`config.mk`:
```
export PLATFORM = sky130hd
export DESIGN_NAME = fluxo_dados_jogo_memoria_flat
export DESIGN_NICKNAME = d
export VERILOG_FILES = /design/src/rtl/fluxo_dados_jogo_memoria_pkg.sv /design/src/rtl/fluxo_dados_jogo_memoria_if.sv /design/src/rtl/fluxo_dados_jogo_memoria_contador.sv /design/src/rtl/fluxo_dados_jogo_memoria.sv /design/src/flat_wrapper.sv
export SDC_FILE = /design/constraint.sdc
export NUM_CORES = 1
export LEC_CHECK = 0
export ABC_AREA = 0
export ABC_CLOCK_PERIOD_IN_PS = 2800
export BUFFER_PORTS_ARGS = -buffer_cell sky130_fd_sc_hd__buf_2
export CELL_PAD_IN_SITES_DETAIL_PLACEMENT = 0
export CELL_PAD_IN_SITES_GLOBAL_PLACEMENT = 1
export CORE_ASPECT_RATIO = 1.2
export CORE_MARGIN = 10
export CORE_UTILIZATION = 51
export CTS_BUF_LIST = sky130_fd_sc_hd__clkbuf_8
export DETAILED_ROUTE_END_ITERATION = 8
export PLACE_DENSITY = 0.79
export SETUP_SLACK_MARGIN = 0.1
export SLEW_MARGIN = 30
export SYNTH_ARGS = -nofsm -noshare
export SYNTH_HDL_FRONTEND = slang
export SYNTH_HIERARCHICAL = 1
export SYNTH_SLANG_ARGS = --single-unit
export TNS_END_PERCENT = 20
```
`constraint.sdc`:
```
create_clock -name clock -period 2.8 [get_ports clock]
set_input_delay 0.28 -clock clock [delete_from_list [all_inputs] [get_ports clock]]
set_output_delay 0.28 -clock clock [all_outputs]
set_load 0.02 [all_outputs]
```
`src/rtl/fluxo_dados_jogo_memoria_pkg.sv`:
```
// Shared constants and types for the sequence-memory game datapath.
// Holds the default sizes, the button edge-detector states and the RAM boot image.
package fluxo_dados_jogo_memoria_pkg;

    localparam int DATA_W         = 4;
    localparam int ADDR_W         = 4;
    localparam int TIMEOUT_CYCLES = 5000;
    localparam int SHOW_CYCLES    = 1000;

    typedef enum logic {
        SOLTO       = 1'b0,
        PRESSIONADO = 1'b1
    } estado_botao_t;

    // Boot image of the sequence RAM: only word 0 holds a colour at power-up.
    function automatic logic [DATA_W-1:0] imagem_inicial(input int endereco);
        return (endereco == 0) ? DATA_W'(1) : '0;
    endfunction

endpackage

```
`src/rtl/fluxo_dados_jogo_memoria_if.sv`:
```
// Command/status bundle between the game control unit (master) and the datapath (slave).
// The raw player buttons travel with it because the datapath samples them alongside the commands.
interface fluxo_dados_jogo_memoria_if #(
    parameter int DATA_W = fluxo_dados_jogo_memoria_pkg::DATA_W,
    parameter int ADDR_W = fluxo_dados_jogo_memoria_pkg::ADDR_W
);
    logic [DATA_W-1:0] botoes;
    logic              zeraE, contaE, zeraRod, contaRod;
    logic              zeraT, contaT, zeraP, contaP;
    logic              zeraR, registraR, we, sinal_led;

    logic              fimE, fimRod, fimT, fimP;
    logic              jogada, igual, enderecoIgualRodada;
    logic [DATA_W-1:0] leds, db_memoria, db_jogada;
    logic [ADDR_W-1:0] db_endereco, db_rodada;

    modport master (
        output botoes, zeraE, contaE, zeraRod, contaRod, zeraT, contaT,
               zeraP, contaP, zeraR, registraR, we, sinal_led,
        input  fimE, fimRod, fimT, fimP, jogada, igual, enderecoIgualRodada,
               leds, db_memoria, db_jogada, db_endereco, db_rodada
    );

    modport slave (
        input  botoes, zeraE, contaE, zeraRod, contaRod, zeraT, contaT,
               zeraP, contaP, zeraR, registraR, we, sinal_led,
        output fimE, fimRod, fimT, fimP, jogada, igual, enderecoIgualRodada,
               leds, db_memoria, db_jogada, db_endereco, db_rodada
    );

endinterface

```
`src/rtl/fluxo_dados_jogo_memoria_contador.sv`:
```
// Generic modulo-M counter with clear priority over increment.
// SATURA=1 makes it stop at M-1 instead of wrapping back to 0.
module contador_modulo_m #(
    parameter int M      = 16,
    parameter int N      = 4,
    parameter bit SATURA = 1'b0
) (
    input  logic         clock,
    input  logic         reset,
    input  logic         zera_i,
    input  logic         conta_i,
    output logic [N-1:0] q_o,
    output logic         fim_o
);

    localparam logic [N-1:0] ULTIMO = N'(M - 1);

    logic [N-1:0] q_q;
    logic [N-1:0] q_d;

    always_comb begin
        q_d = q_q;
        if (zera_i) begin
            q_d = '0;
        end else if (conta_i) begin
            if (q_q == ULTIMO) begin
                q_d = SATURA ? ULTIMO : '0;
            end else begin
                q_d = q_q + 1'b1;
            end
        end
    end

    always_ff @(posedge clock or negedge reset) begin
        if (!reset) begin
            q_q <= '0;
        end else begin
            q_q <= q_d;
        end
    end

    assign q_o   = q_q;
    assign fim_o = (q_q == ULTIMO);

endmodule

```
`src/rtl/fluxo_dados_jogo_memoria.sv`:
```
// Datapath of the sequence-memory game: sequence RAM, four counters, play register
// and the button edge detector, all driven by the control unit through the slave modport.
module fluxo_dados_jogo_memoria #(
    parameter int DATA_W         = fluxo_dados_jogo_memoria_pkg::DATA_W,
    parameter int ADDR_W         = fluxo_dados_jogo_memoria_pkg::ADDR_W,
    parameter int TIMEOUT_CYCLES = fluxo_dados_jogo_memoria_pkg::TIMEOUT_CYCLES,
    parameter int SHOW_CYCLES    = fluxo_dados_jogo_memoria_pkg::SHOW_CYCLES
) (
    input  logic                        clock,
    input  logic                        reset,
    fluxo_dados_jogo_memoria_if.slave   bus
);
    import fluxo_dados_jogo_memoria_pkg::*;

    localparam int PROFUNDIDADE = 2 ** ADDR_W;
    localparam int T_W          = $clog2(TIMEOUT_CYCLES);
    localparam int P_W          = $clog2(SHOW_CYCLES);

    logic [ADDR_W-1:0] endereco, rodada;
    logic [T_W-1:0]    contagemT;
    logic [P_W-1:0]    contagemP;
    logic              unusedContagens;

    contador_modulo_m #(.M(PROFUNDIDADE), .N(ADDR_W), .SATURA(1'b0)) contadorE (
        .clock(clock), .reset(reset), .zera_i(bus.zeraE), .conta_i(bus.contaE),
        .q_o(endereco), .fim_o(bus.fimE)
    );

    contador_modulo_m #(.M(PROFUNDIDADE), .N(ADDR_W), .SATURA(1'b0)) contadorRod (
        .clock(clock), .reset(reset), .zera_i(bus.zeraRod), .conta_i(bus.contaRod),
        .q_o(rodada), .fim_o(bus.fimRod)
    );

    contador_modulo_m #(.M(TIMEOUT_CYCLES), .N(T_W), .SATURA(1'b1)) contadorT (
        .clock(clock), .reset(reset), .zera_i(bus.zeraT), .conta_i(bus.contaT),
        .q_o(contagemT), .fim_o(bus.fimT)
    );

    contador_modulo_m #(.M(SHOW_CYCLES), .N(P_W), .SATURA(1'b1)) contadorP (
        .clock(clock), .reset(reset), .zera_i(bus.zeraP), .conta_i(bus.contaP),
        .q_o(contagemP), .fim_o(bus.fimP)
    );

    assign unusedContagens = ^{contagemT, contagemP};

    logic [DATA_W-1:0] reg_q, reg_d;

    always_comb begin
        reg_d = reg_q;
        if (bus.zeraR) begin
            reg_d = '0;
        end else if (bus.registraR) begin
            reg_d = bus.botoes;
        end
    end

    always_ff @(posedge clock or negedge reset) begin
        if (!reset) begin
            reg_q <= '0;
        end else begin
            reg_q <= reg_d;
        end
    end

    // Storage cells power up cleared and are never reset, so each word is kept
    // XOR-ed with its boot-image value; that gives RAM[0]=0001 out of power-up.
    logic [DATA_W-1:0] mem_q [PROFUNDIDADE];
    logic [DATA_W-1:0] imagemAtual;
    logic [DATA_W-1:0] leituraMem;

    assign imagemAtual = DATA_W'(imagem_inicial(int'(endereco)));
    assign leituraMem  = mem_q[endereco] ^ imagemAtual;

    always_ff @(posedge clock) begin
        if (bus.we && reset) begin
            mem_q[endereco] <= reg_q ^ imagemAtual;
        end
    end

    estado_botao_t estado_q;
    logic          jogada_q;

    always_ff @(posedge clock or negedge reset) begin
        if (!reset) begin
            estado_q <= SOLTO;
            jogada_q <= 1'b0;
        end else begin
            jogada_q <= 1'b0;
            case (estado_q)
                SOLTO: begin
                    if (|bus.botoes) begin
                        estado_q <= PRESSIONADO;
                        jogada_q <= 1'b1;
                    end
                end
                PRESSIONADO: begin
                    if (!(|bus.botoes)) begin
                        estado_q <= SOLTO;
                    end
                end
                default: estado_q <= SOLTO;
            endcase
        end
    end

    assign bus.jogada              = jogada_q;
    assign bus.igual               = (leituraMem == reg_q);
    assign bus.enderecoIgualRodada = (endereco == rodada);
    assign bus.leds                = bus.sinal_led ? leituraMem : bus.botoes;
    assign bus.db_endereco         = endereco;
    assign bus.db_rodada           = rodada;
    assign bus.db_memoria          = leituraMem;
    assign bus.db_jogada           = reg_q;

endmodule

```
`src/flat_wrapper.sv`:
```
// flat-port wrapper written by rule: the top's interface ports become plain ports
module fluxo_dados_jogo_memoria_flat import fluxo_dados_jogo_memoria_pkg::*;
#(
    parameter int DATA_W         = fluxo_dados_jogo_memoria_pkg::DATA_W,
    parameter int ADDR_W         = fluxo_dados_jogo_memoria_pkg::ADDR_W,
    parameter int TIMEOUT_CYCLES = fluxo_dados_jogo_memoria_pkg::TIMEOUT_CYCLES,
    parameter int SHOW_CYCLES    = fluxo_dados_jogo_memoria_pkg::SHOW_CYCLES
)
  (clock, reset, bus_botoes, bus_zeraE, bus_contaE, bus_zeraRod, bus_contaRod, bus_zeraT, bus_contaT, bus_zeraP, bus_contaP, bus_zeraR, bus_registraR, bus_we, bus_sinal_led, bus_fimE, bus_fimRod, bus_fimT, bus_fimP, bus_jogada, bus_igual, bus_enderecoIgualRodada, bus_leds, bus_db_memoria, bus_db_jogada, bus_db_endereco, bus_db_rodada);
  fluxo_dados_jogo_memoria_if #(.DATA_W(DATA_W), .ADDR_W(ADDR_W)) bus_i ();
  input  logic clock;
  input  logic reset;
  input wire logic [$bits(bus_i.botoes)-1:0] bus_botoes;
  input wire logic [$bits(bus_i.zeraE)-1:0] bus_zeraE;
  input wire logic [$bits(bus_i.contaE)-1:0] bus_contaE;
  input wire logic [$bits(bus_i.zeraRod)-1:0] bus_zeraRod;
  input wire logic [$bits(bus_i.contaRod)-1:0] bus_contaRod;
  input wire logic [$bits(bus_i.zeraT)-1:0] bus_zeraT;
  input wire logic [$bits(bus_i.contaT)-1:0] bus_contaT;
  input wire logic [$bits(bus_i.zeraP)-1:0] bus_zeraP;
  input wire logic [$bits(bus_i.contaP)-1:0] bus_contaP;
  input wire logic [$bits(bus_i.zeraR)-1:0] bus_zeraR;
  input wire logic [$bits(bus_i.registraR)-1:0] bus_registraR;
  input wire logic [$bits(bus_i.we)-1:0] bus_we;
  input wire logic [$bits(bus_i.sinal_led)-1:0] bus_sinal_led;
  output wire logic [$bits(bus_i.fimE)-1:0] bus_fimE;
  output wire logic [$bits(bus_i.fimRod)-1:0] bus_fimRod;
  output wire logic [$bits(bus_i.fimT)-1:0] bus_fimT;
  output wire logic [$bits(bus_i.fimP)-1:0] bus_fimP;
  output wire logic [$bits(bus_i.jogada)-1:0] bus_jogada;
  output wire logic [$bits(bus_i.igual)-1:0] bus_igual;
  output wire logic [$bits(bus_i.enderecoIgualRodada)-1:0] bus_enderecoIgualRodada;
  output wire logic [$bits(bus_i.leds)-1:0] bus_leds;
  output wire logic [$bits(bus_i.db_memoria)-1:0] bus_db_memoria;
  output wire logic [$bits(bus_i.db_jogada)-1:0] bus_db_jogada;
  output wire logic [$bits(bus_i.db_endereco)-1:0] bus_db_endereco;
  output wire logic [$bits(bus_i.db_rodada)-1:0] bus_db_rodada;
  assign bus_i.botoes = bus_botoes;
  assign bus_i.zeraE = bus_zeraE;
  assign bus_i.contaE = bus_contaE;
  assign bus_i.zeraRod = bus_zeraRod;
  assign bus_i.contaRod = bus_contaRod;
  assign bus_i.zeraT = bus_zeraT;
  assign bus_i.contaT = bus_contaT;
  assign bus_i.zeraP = bus_zeraP;
  assign bus_i.contaP = bus_contaP;
  assign bus_i.zeraR = bus_zeraR;
  assign bus_i.registraR = bus_registraR;
  assign bus_i.we = bus_we;
  assign bus_i.sinal_led = bus_sinal_led;
  assign bus_fimE = bus_i.fimE;
  assign bus_fimRod = bus_i.fimRod;
  assign bus_fimT = bus_i.fimT;
  assign bus_fimP = bus_i.fimP;
  assign bus_jogada = bus_i.jogada;
  assign bus_igual = bus_i.igual;
  assign bus_enderecoIgualRodada = bus_i.enderecoIgualRodada;
  assign bus_leds = bus_i.leds;
  assign bus_db_memoria = bus_i.db_memoria;
  assign bus_db_jogada = bus_i.db_jogada;
  assign bus_db_endereco = bus_i.db_endereco;
  assign bus_db_rodada = bus_i.db_rodada;
  fluxo_dados_jogo_memoria #(.DATA_W(DATA_W), .ADDR_W(ADDR_W), .TIMEOUT_CYCLES(TIMEOUT_CYCLES), .SHOW_CYCLES(SHOW_CYCLES)) u_core (.clock(clock), .reset(reset), .bus(bus_i));
endmodule
```
==> reports/qor.yml, run 1 <==
end_kind: "output pin"
clkTransAtPathRegs_ps: 100
gp_routability_congestion: 0.8210
ys.flop_type: "edfxtp_1"
hpwl_um: 7093
post-place-ws_ps: 101.7
cp-startpoint: "u_core/contadorE/q_o[2]"
regArea_um2: 2854
max_slew_margin_pct: 64.70
violations: "setup timing"
drc: 0
peakVddDrop_mv: 0.2289
grt_overflow_total: 0
synth_cell_types: 49
synth_top_cell_by_area: "edfxtp_1"
grt_max_degree: 38
powerDensity_nw_per_um2: 532.8
drt_pass1_iterations: 4
fmax_mhz: 344.3
drv_cap: 0
clock_skew_ps: 12.20
setup_viol: 2
ios: 45
hp-class: "input pin to async pin"
io_buffers: 44
fin_ws_ps: -104.4
root_buffer: "clkbuf_8"
synth_seq_cells: 101
finalHoldViolations: 0
syn_inst: 342
via_per_inst: 5.766
grt_first_pass_wirelength_um: 15920
initial_core_util_pct: 52.04
worstMarginPinSlew_ps: 529.5
routed_wl_um: 9791
r2r_slack_ps: 780
total_power_mw: 2.856
yosysWarnings: 6
synth_top_area_share_pct: 40.88
coreArea_um2: 9034
postSynthAreaPerCell_um2: 13.74
ys_async_sr_fraction_pct: 36.63
layout_commonest_cell: "edfxtp_1"
grt_pass1_vias: 3034
floorplan.rows: 38
htree_levels: 3
drv_slew: 0
timing.final.crit_period_ps: 2904
start_kind: "flip-flop"
reg2reg_depth: 4
dieArea_um2: 13470
vias: 3027
multiInputGateArea_um2: 1775
syn_nets: 364
synth_area_um2: 4701
num-nets-final: 422
synth_area_leaders: "edfxtp_1 (41%), dfrtp_1 (20%), mux4_2 (4.8%)"
seq_area_frac_synth_pct: 60.58
cp.arrival_ps: 2620
area_growth_pct: 14.03
clockBufferDepth: 2
cts.sinks: 101
avgRoutedWirePerCell_um: 18.65
worstReg2RegEnd: "u_core/mem_q[13][1]"
path_class: "flip-flop to output pin"
leakage_nw: 2.020
postCtsHoldBufs: 0
crit_fanout: 6
endpoint: "bus_igual"
crit_required_ps: 2520
numCtsBuffers: 9
cts_tree: "built"
clk_latency_ps: 360
rsz0062_at_grt: "yes"
n_fill_cell: 728
drive_above_1_share_pct: 28.15
grt_util_all_layers_pct: 14.82
tns_ps: -163.4
antenna_found_initial: 0
final_cell_mix: "edfxtp_1 (64), buf_2 (42), dfrtp_1 (34)"
die_width_um: 107.6
status: "finished with violations"
synth_edf_count: 64
ant_nets: 0
period_share_pct: 103.7
drtIter0Drc: 176
r2r_start: "u_core/contadorE/q_o[0]"
diodes: 0
die_h_um: 125.2
[layout make-up]
| class | count | area share, % |
|---|---|---|
| clock buffers | 10 | 2.568 |
| clock inverters | 6 | 1.120 |
| inverters | 8 | 0.5602 |
| multi-input cells | 220 | 33.12 |
| flip-flops and latches | 101 | 53.24 |
| well taps | 120 | 2.801 |
| repair buffers | 60 | 6.583 |
[registers in the layout, indices dropped and copies added, names as in the netlist]
name                    cells
u_core/estado_q             1
u_core/contadorP/q_o       10
u_core/bus.db_jogada        4
u_core/contadorT/q_o       13
u_core/contadorE/q_o        4
u_core/bus.jogada           1
u_core/contadorRod/q_o      4
u_core/mem_q               64
[worst min-delay path by stage]
stage | startpoint | to | slack, ps | depth (start not counted)
after floorplan | reset | u_core/bus.db_jogada[0] | -20 | 0
final | reset | u_core/contadorE/q_o[1] | 50 | 2
after global placement | u_core/estado_q | u_core/bus.jogada | 390 | 1
after detailed placement | u_core/estado_q | u_core/bus.jogada | 400 | 1
after CTS | reset | u_core/contadorE/q_o[3] | 50 | 2
after global routing | reset | u_core/contadorE/q_o[3] | 70 | 2
[logic make-up after synthesis]
kind of cell    share of synthesized area, %
compound gates                         7.054
xor+xnor                               3.540
fa+ha+maj                              1.065
buf+inv                                2.182
flops                                  60.58
mux                                    12.06
simple gates                           13.52
[metal layers]
| metal | up-vias | share of wire, % | global-route usage [%] |
|---|---|---|---|
| met2 | 70 | 51 | 25.22 |
| met5 | - | 0 | 0 |
| li1 | 1430 | - | - |
| met4 | 0 | 1.6 | 5.039 |
| met3 | 11 | 5.3 | 3.392 |
| met1 | 1516 | 42 | 17.95 |
[report_power, final]
group          internal, mW  switching, mW
Combinational         0.123          0.173
Sequential             1.62         0.0309
Clock                 0.376          0.534
[metrics by stage]
stage | cell area (um^2) | util, % | hold WS (ps) | cells
final | 5360 | 59.34 | 54.64 | 525
after global routing | 5360 | 59.34 | 66.65 | 525
after CTS | 5341 | 59.13 | 49.93 | 525
after detailed placement | 5120 | 56.68 | 397.8 | 507
after global placement | 5120 | 56.68 | 388.5 | 507
after floorplan | 4718 | - | -15.59 | 342
[cells in the mapped netlist, types with 2 or more instances]
| library cell | count |
|---|---|
| a21oi_1 | 23 |
| a21oi_2 | 2 |
| a311oi_1 | 2 |
| and3_4 | 2 |
| buf_1 | 2 |
| buf_4 | 2 |
| buf_6 | 2 |
| clkbuf_1 | 6 |
| dfrtp_1 | 37 |
| edfxtp_1 | 64 |
| ha_1 | 4 |
| inv_1 | 8 |
| mux2_2 | 6 |
| mux2i_1 | 9 |
| mux4_1 | 7 |
| mux4_2 | 10 |
| nand2_1 | 16 |
| nand2b_1 | 7 |
| nand3_1 | 6 |
| nand4_1 | 11 |
| nor2_1 | 31 |
| nor2b_1 | 3 |
| nor3_1 | 2 |
| nor4_1 | 3 |
| o211ai_1 | 2 |
| o21ai_0 | 11 |
| o31ai_1 | 7 |
| or3_1 | 9 |
| or3_2 | 3 |
| or3b_1 | 2 |
| or4_1 | 8 |
| xnor2_1 | 5 |
| xor2_1 | 14 |
[repair_timing]
| item | 4_1_cts | 5_1_grt |
|---|---|---|
| endpoints found under the hold margin | 0 | 0 |
| setup endpoints to repair | 5 | 6 |
| setup buffers | 2 | 0 |
| resized for setup | 10 | 4 |
[critical path, stage by stage (launching register included)]
cell,delay (ps)
dfrtp_2,460
mux4_2,510
mux4_2,500
xor2_1,160
or3_4,340
a211oi_4,160
buf_6,140
(Power assumes the default switching activity.)
==> run 2: changes to the inputs <==
- ABC_CLOCK_PERIOD_IN_PS: 2800 -> 3400
- CORE_UTILIZATION: 51 -> 55
- PLACE_DENSITY: 0.79 -> 0.85
- clock period: 2.8 -> 3.4 ns (I/O delays scaled with it)
==> reports/qor.yml, run 2 (synthesis gave the netlist of run 1 again) <==
end_kind: "output pin"
total_power_mw: 2.244
clk_latency_ps: 350
clockBufferDepth: 2
drt_pass1_iterations: 4
start_kind: "flip-flop"
power.internal_mw: 1.684
antenna_found_initial: 0
grt_overflow_total: 0
dp.cells: 495
power.switching_mw: 0.5601
ant_nets: 0
vias: 3030
power_frac_clock_pct: 29.5
cp.arrival_ps: 2770
io_buffers: 44
fin_ws_ps: 290.1
hpwl_um: 7000
timing.final.crit_period_ps: 3110
peakVddDrop_mv: 0.1848
drc: 0
swShare_pct: 24.96
num-nets-final: 418
grt_pass1_vias: 3114
hp-class: "input pin to flip-flop"
period_share_pct: 91.47
crit_fanout: 8
status: "completed"
routed_wl_um: 9740
ios: 45
final_cell_mix: "edfxtp_1 (64), buf_2 (43), dfrtp_1 (33)"
largest_reg_flops: 64
numCtsBuffers: 9
diodes: 0
post-place-ws_ps: 360.7
finalHoldViolations: 0
power_frac_seq_pct: 60.8
clock_skew_ps: 10.70
gp_routability_congestion: 0.8093
top_register: "u_core/mem_q"
rsz0062_at_grt: "no"
grt_util_all_layers_pct: 15.94
drive_above_1_share_pct: 25.44
dieArea_um2: 12660
grt_first_pass_wirelength_um: 16060
drv_cap: 0
root_buffer: "clkbuf_8"
drv_slew: 0
setup_viol: 0
initial_core_util_pct: 57.03
htree_levels: 3
worstMarginPinSlew_ps: 609.0
grt_max_degree: 25
crit_required_ps: 3060
floorplan.rows: 36
via_per_inst: 5.883
clkTransAtPathRegs_ps: 90
cts.sinks: 101
n_fill_cell: 616
drtIter0Drc: 212
coreArea_um2: 8243
die_width_um: 104.4
layout_commonest_cell: "edfxtp_1"
fmax_mhz: 321.5
cts_tree: "built"
die_h_um: 121.3
postLayoutCoreUtil_pct: 63.74
leakage_nw: 1.987
avgRoutedWirePerCell_um: 18.91
max_slew_margin_pct: 59.40
area_growth_pct: 11.76
powerDensity_nw_per_um2: 427.1
tns_ps: 0
fin_cells: 515
path_class: "flip-flop to output pin"
pwr-share-comb_pct: 9.7
==> run 2: final cells by class <==
| cell class | count | area [um^2] | share of cell area (%) |
|---|---|---|---|
| clock buffer | 9 | 123.9 | 2.358 |
| clock inverter | 7 | 42.54 | 0.8097 |
| sequential | 101 | 2853 | 54.30 |
| timing repair buffer | 56 | 315.3 | 6.001 |
| tap | 114 | 142.6 | 2.715 |
| multi-input combinational | 220 | 1747 | 33.25 |
| inverter | 8 | 30.03 | 0.5716 |
==> run 2: final timing paths <==
| path | startpoint | to | slack (ps) | cells past startpoint |
|---|---|---|---|---|
| worst max-delay path | u_core/contadorE/q_o[2] | bus_igual | 290 | 6 |
| worst min-delay path | bus_zeraE | u_core/contadorE/q_o[0] | 170 | 2 |
| worst max register to register | u_core/contadorE/q_o[0] | u_core/mem_q[5][1] | 1410 | 3 |
| worst min register to register | u_core/estado_q | u_core/bus.jogada | 400 | 1 |
| max in group asynchronous | reset | u_core/contadorE/q_o[2] | 2240 | 3 |
| min in group asynchronous | reset | u_core/contadorRod/q_o[3] | 440 | 2 |
==> run 2: metal layers <==
layer | part of all wire [%] | track usage (%) | vias up
li1 | - | - | 1424
met1 | 41 | 19.17 | 1512
met2 | 51 | 26.34 | 80
met3 | 4.6 | 4.463 | 14
met4 | 2.8 | 6.969 | 0
met5 | 0 | 0 | -
==> run 2: power groups by stage <==
stage / sequential (mW) / combinational [mW] / clock (mW)
global route: 1.37 / 0.239 / 0.742
global placement: 1.39 / 0.215 / 0
detailed placement: 1.39 / 0.217 / 0
finish: 1.36 / 0.219 / 0.661
floorplan: 1.39 / 0.135 / 0
CTS: 1.37 / 0.219 / 0.682
==> run 2: through the flow <==
| step | instance area, um^2 | hold WS [ps] |
|---|---|---|
| global route | 5254 | 144.0 |
| CTS | 5229 | 162.9 |
| global placement | 5051 | 292.5 |
| finish | 5254 | 171.1 |
| floorplan | 4701 | 44.41 |
| detailed placement | 5051 | 292.8 |
==> run 2: timing repair <==
item                       CTS  global route
hold endpoints to repair    13             0
buffers inserted             0             3
hold buffers                 1             0
gates resized for setup      1             5
pin swaps                    0             1
setup endpoints to repair    1             2
==> run 2: critical path, stage by stage, from the launching register on <==
cell and delay [ps]:
dfrtp_2 490, mux4_1 580, mux4_2 510, xor2_1 150, or3_1 330, a211oi_2 170
buf_4 170
